==> config.mk <==
export PLATFORM = sky130hd
export DESIGN_NAME = output_unit
export DESIGN_NICKNAME = d
export VERILOG_FILES = /design/src/rtl/output_unit.sv
export SDC_FILE = /design/constraint.sdc
export NUM_CORES = 1
export LEC_CHECK = 0
export ABC_AREA = 1
export CAP_MARGIN = 20
export CORE_UTILIZATION = 40
export CTS_CLUSTER_SIZE = 20
export DETAILED_ROUTE_END_ITERATION = 8
export PLACE_DENSITY_LB_ADDON = 0.12
export SLEW_MARGIN = 25
export SYNTH_ARGS = -nofsm -noshare
export SYNTH_HDL_FRONTEND = slang
export SYNTH_SLANG_ARGS = --single-unit
==> constraint.sdc <==
create_clock -name clk -period 5.6 [get_ports clk]
set_input_delay 0.84 -clock clk [delete_from_list [all_inputs] [get_ports clk]]
set_output_delay 0.84 -clock clk [all_outputs]
set_load 0.03 [all_outputs]
==> src/rtl/output_unit.sv <==
// output_unit: per-output switch allocator and link sender for a wormhole router.
// Arbitrates round-robin among input units, grants one of them, handshakes the
// downstream link, then forwards the winner's flits until TAIL or the length limit.
//
// Ports:
//   clk, reset          rising-edge clock, synchronous active-high reset
//   i_switch_req        per-port request level from the input units
//   i_flit              per-port flit, port p at [p*FLIT_SIZE +: FLIT_SIZE]
//   o_switch_ack        one-hot grant pulse to the winning input unit
//   o_downstream_req    link request toward the downstream input unit
//   i_transmit_ack      downstream acceptance pulse
//   o_flit              registered flit to downstream
//   o_grant_port        index of the port currently owning the output
//   o_busy              high whenever the FSM is not idle
//   o_len_err           sticky packet-length violation flag
module output_unit #(
  parameter int unsigned NUM_PORTS = 5,
  parameter int unsigned FLIT_SIZE = 32,
  parameter int unsigned MAX_FLITS = 16
) (
  input  logic                           clk,
  input  logic                           reset,
  input  logic [NUM_PORTS-1:0]           i_switch_req,
  input  logic [NUM_PORTS*FLIT_SIZE-1:0] i_flit,
  output logic [NUM_PORTS-1:0]           o_switch_ack,
  output logic                           o_downstream_req,
  input  logic                           i_transmit_ack,
  output logic [FLIT_SIZE-1:0]           o_flit,
  output logic [$clog2(NUM_PORTS)-1:0]   o_grant_port,
  output logic                           o_busy,
  output logic                           o_len_err
);

  localparam int unsigned GW = $clog2(NUM_PORTS);
  localparam int unsigned CW = 8;
  localparam logic [1:0]  T_HEAD = 2'b00;
  localparam logic [1:0]  T_TAIL = 2'b10;

  typedef enum logic [2:0] {
    S_IDLE, S_GRANT, S_LINK_REQ, S_SEND, S_RELEASE
  } state_t;

  state_t                 r_state, w_state_nxt;
  logic [NUM_PORTS-1:0]   r_switch_ack, w_switch_ack_nxt;
  logic                   r_downstream_req, w_downstream_req_nxt;
  logic [FLIT_SIZE-1:0]   r_flit, w_flit_nxt;
  logic [GW-1:0]          r_grant_port, w_grant_port_nxt;
  logic                   r_busy, w_busy_nxt;
  logic                   r_len_err, w_len_err_nxt;
  logic [GW-1:0]          r_last_grant, w_last_grant_nxt;
  logic [CW-1:0]          r_flit_cnt, w_flit_cnt_nxt;

  logic [GW-1:0]          w_rr_idx;
  logic [GW-1:0]          w_rr_winner;
  logic                   w_rr_found;
  logic [FLIT_SIZE-1:0]   w_sel_flit;
  logic                   w_sel_valid;
  logic [1:0]             w_sel_type;
  logic [CW-1:0]          w_cnt_inc;
  logic                   w_at_max;

  // Round-robin search starting just above the last granted port.
  always_comb begin
    w_rr_found  = 1'b0;
    w_rr_winner = r_last_grant;
    w_rr_idx    = r_last_grant;
    for (int unsigned i = 1; i <= NUM_PORTS; i++) begin
      w_rr_idx = GW'((32'(r_last_grant) + i) % NUM_PORTS);
      if (!w_rr_found && i_switch_req[w_rr_idx]) begin
        w_rr_found  = 1'b1;
        w_rr_winner = w_rr_idx;
      end
    end
  end

  // Flit of the port that currently owns the output.
  assign w_sel_flit  = i_flit[32'(r_grant_port)*FLIT_SIZE +: FLIT_SIZE];
  assign w_sel_valid = w_sel_flit[FLIT_SIZE-1];
  assign w_sel_type  = w_sel_flit[FLIT_SIZE-2 -: 2];
  assign w_cnt_inc   = r_flit_cnt + CW'(1);
  assign w_at_max    = (32'(w_cnt_inc) >= MAX_FLITS);

  // Next-state and next-output logic; every output is the registered copy.
  always_comb begin
    w_state_nxt          = r_state;
    w_switch_ack_nxt     = '0;
    w_downstream_req_nxt = 1'b0;
    w_flit_nxt           = '0;
    w_grant_port_nxt     = r_grant_port;
    w_len_err_nxt        = r_len_err;
    w_last_grant_nxt     = r_last_grant;
    w_flit_cnt_nxt       = r_flit_cnt;

    case (r_state)
      S_IDLE: begin
        if (w_rr_found) begin
          w_grant_port_nxt = w_rr_winner;
          w_switch_ack_nxt = NUM_PORTS'(1) << w_rr_winner;
          w_state_nxt      = S_GRANT;
        end
      end
      S_GRANT: begin
        w_downstream_req_nxt = 1'b1;
        w_state_nxt          = S_LINK_REQ;
      end
      S_LINK_REQ: begin
        if (i_transmit_ack) begin
          w_flit_cnt_nxt = '0;
          w_state_nxt    = S_SEND;
        end else begin
          w_downstream_req_nxt = 1'b1;
        end
      end
      S_SEND: begin
        if (w_sel_valid) begin
          w_flit_nxt     = w_sel_flit;
          w_flit_cnt_nxt = w_cnt_inc;
          if (w_sel_type == T_TAIL) begin
            w_state_nxt = S_RELEASE;
          end else begin
            // A HEAD after the first counted flit means the packet lost its TAIL.
            if ((w_sel_type == T_HEAD) && (r_flit_cnt != '0)) begin
              w_len_err_nxt = 1'b1;
            end
            // Length limit reached: close the packet by forcing a TAIL.
            if (w_at_max) begin
              w_flit_nxt[FLIT_SIZE-2 -: 2] = T_TAIL;
              w_len_err_nxt                = 1'b1;
              w_state_nxt                  = S_RELEASE;
            end
          end
        end
      end
      S_RELEASE: begin
        w_last_grant_nxt = r_grant_port;
        w_state_nxt      = S_IDLE;
      end
      default: begin
        w_state_nxt = S_IDLE;
      end
    endcase

    w_busy_nxt = (w_state_nxt != S_IDLE);
  end

  // State and output registers.
  always_ff @(posedge clk) begin
    if (reset) begin
      r_state          <= S_IDLE;
      r_switch_ack     <= '0;
      r_downstream_req <= 1'b0;
      r_flit           <= '0;
      r_grant_port     <= '0;
      r_busy           <= 1'b0;
      r_len_err        <= 1'b0;
      r_last_grant     <= GW'(NUM_PORTS - 1);
      r_flit_cnt       <= '0;
    end else begin
      r_state          <= w_state_nxt;
      r_switch_ack     <= w_switch_ack_nxt;
      r_downstream_req <= w_downstream_req_nxt;
      r_flit           <= w_flit_nxt;
      r_grant_port     <= w_grant_port_nxt;
      r_busy           <= w_busy_nxt;
      r_len_err        <= w_len_err_nxt;
      r_last_grant     <= w_last_grant_nxt;
      r_flit_cnt       <= w_flit_cnt_nxt;
    end
  end

  assign o_switch_ack     = r_switch_ack;
  assign o_downstream_req = r_downstream_req;
  assign o_flit           = r_flit;
  assign o_grant_port     = r_grant_port;
  assign o_busy           = r_busy;
  assign o_len_err        = r_len_err;

endmodule

==> impl_metrics.env <==
export IMPL_placeableCoreArea_mm2=0.0115
export IMPL_cts_resized=0
export IMPL_clock_sinks=57
export IMPL_antenna_cells=0
export IMPL_period_needed_ns=3.99
export IMPL_grt_max_degree=62
export IMPL_dieArea_mm2=0.0124
export IMPL_clockBufferDepth=2
export IMPL_wl_per_cell_um=15.1
export IMPL_synth_top_flop_cell="dfxtp_1"
export IMPL_finClkSkew_ns=0.0105
export IMPL_critPathKind="flip-flop to flip-flop"
export IMPL_cts_inserted_buffers=9
export IMPL_dp_slack_ns=1.66
export IMPL_status="finished with violations"
export IMPL_synth_edf_count=0
export IMPL_yosys_warnings=0
export IMPL_syn_inst=740
export IMPL_gp_congestion=0.961
export IMPL_drt_initial_drc_count=422
export IMPL_hold_violations=0
export IMPL_instances_no_fill=1080
export IMPL_cts_root_buf="clkbuf_16"
export IMPL_final_area_mm2=0.00725
export IMPL_dp_hpwl_mm=12.8
export IMPL_dpl_cell_area_mm2=0.00697
export IMPL_clk_pin_slew_ns=0.06
export IMPL_p_clk_frac=0.214
export IMPL_initial_core_util=0.415
export IMPL_drive_gt1_frac=0.0790
export IMPL_tightest_slew_ns=0.911
export IMPL_p_per_area_mw_per_mm2=327
export IMPL_ir_drop_v=0.000178
export IMPL_grt_usage=0.260
export IMPL_grt_pass1_vias=5587
export IMPL_dp_cells=1064
export IMPL_hold_class="flip-flop to flip-flop"
export IMPL_p_sw_mw=1.10
export IMPL_setup_violations=0
export IMPL_path_max_fanout=10
export IMPL_finalSetupTns_ns=0
export IMPL_critPathLaunchType="flip-flop"
export IMPL_io_buffers=210
export IMPL_finalPower_mw=2.37
export IMPL_layout_common_cells="clkdlybuf4s50_1, nor2_1, nand2_1"
export IMPL_leakage_nw=3.08
export IMPL_violations="DRC"
export IMPL_fin_util=0.629
export IMPL_fp_row_count=39
export IMPL_htreeDepth=3
export IMPL_synth_nets=939
export IMPL_die_y_um=111
export IMPL_final_nets=1131
export IMPL_async_reset_ff_frac=0
export IMPL_worstPathRequired_ns=5.84
export IMPL_final_common_cell="clkdlybuf4s50_1"
export IMPL_pwr_share_comb=0.562
export IMPL_max_cap_viol_count=0
export IMPL_postRouteAntennaNets=0
export IMPL_ys_ff_latch=57
export IMPL_maxSlewViolCount=0
export IMPL_sw_frac_of_total=0.464
export IMPL_max_freq_ghz=0.251
export IMPL_p_seq_frac=0.224
export IMPL_antenna_found_initial=0
export IMPL_routed_wl_mm=16.3
export IMPL_synth_cell_types=46
export IMPL_grt_overflow_total=0
export IMPL_viasPerCell=5.29
export IMPL_rsz0062_at_grt="no"
export IMPL_synth_area_per_cell_um2=6.46
export IMPL_p_int_mw=1.27
export IMPL_route_detailed_drc=12
export IMPL_cts_tree="done"
export IMPL_max_slew_margin=0.389
export IMPL_grt_pass1_wl_mm=26.1
export IMPL_post_route_period_util=0.713
export IMPL_holdWs_ns=0.452
export IMPL_netlist_area_mm2=0.00478
export IMPL_endpoint_kind="flip-flop"
export IMPL_fin_ws_ns=1.61
export IMPL_drt_first_pass_iters=7
export IMPL_ys_seq_area_frac=0.239
export IMPL_vias=5718
export IMPL_ioPinCount=211
export IMPL_synthToLayoutAreaGrowth_pct=51.6
export IMPL_die_w_um=111
export IMPL_post_cts_buffers=0
export IMPL_holdBufCountCts=0
export IMPL_crit_arrival_ns=4.23
export IMPL_insertion_delay_ns=0.32
## power groups by stage
stage	logic, mW	clock network [mW]	registers [mW]
finish	1.33	0.508	0.530
global route	1.47	0.540	0.538
CTS	1.33	0.518	0.530
detailed placement	1.32	0	0.538
global placement	1.30	0	0.534
floorplan	0.855	0	0.583
## logic make-up (layout without fill, tap and decap cells)
logic type | count (synthesis) | count (layout) | synth area share
simple gates | 338 | 338 | 0.317
compound gates | 197 | 197 | 0.253
buf+inv | 106 | 303 | 0.0874
flops | 57 | 57 | 0.239
fa+ha+maj | 31 | 31 | 0.0812
xor+xnor | 11 | 11 | 0.0233
## registers in the layout (all words and copies together) (netlist names)
register,flops
o_grant_port,3
o_busy,1
o_downstream_req,1
r_last_grant,3
r_flit_cnt,8
o_len_err,1
o_flit,32
o_switch_ack,5
r_state,3
## path summary, 6_finish.rpt
kind,end,slack (ns),from,cells after the start
hold / removal,o_len_err,0.45,o_len_err,2
setup / recovery,o_grant_port[0],1.61,r_last_grant[1],22
hold reg to reg,o_len_err,0.45,o_len_err,2
setup reg to reg,o_grant_port[0],1.61,r_last_grant[1],22
## layer usage
layer	wire length, um	track usage	vias to the layer above
li1	-	-	2886
met1	6570	0.287	2584
met2	8330	0.493	221
met3	1070	0.0508	27
met4	317	0.0883	0
met5	0	0	-
## worst max-delay path: stages, from the launching register on
cell     delay (ns)
dfxtp_1        0.52
inv_1          0.24
ha_1           0.56
inv_1          0.18
ha_1           0.22
nand2_1        0.11
nand3_2        0.11
xor2_1         0.27
ha_1           0.22
inv_1          0.05
nand2_2        0.10
nand4_1        0.17
nand2_2        0.15
nand2_1        0.06
nand3_1        0.06
nand2_1        0.06
nand2_2        0.11
nand4_2        0.16
nor2_1         0.15
nor2_1         0.06
nand2_1        0.09
nand2_1        0.10
a21oi_1        0.15
## synthesized netlist by cell type, types with 4 or more instances
master,instances,area [um^2]
xor2_1,6,52.6
o31ai_1,4,30.0
a311oi_1,31,272
o21ai_1,11,55.1
o21ai_0,73,365
clkbuf_1,32,120
nand3_2,5,50.1
nand3_1,37,185
nand2_1,105,394
inv_1,61,229
ha_1,31,388
o211ai_1,6,45.0
inv_2,5,18.8
nand3b_1,4,30.0
dfxtp_1,57,1140
nand4_1,5,31.3
a21oi_1,49,245
o21ai_2,5,43.8
nor2_1,152,571
nand2_2,18,113
## final cells by class
| class | instances | area [um^2] |
|---|---|---|
| Fill cell | 1047 | 4270 |
| Multi-Input combinational cell | 577 | 3220 |
| Timing Repair Buffer | 217 | 2150 |
| Sequential cell | 57 | 1140 |
| Inverter | 70 | 268 |
| Clock buffer | 10 | 239 |
| Tap cell | 143 | 179 |
| Clock inverter | 6 | 42.5 |
No activity file was read; power rests on OpenSTA's default activity.
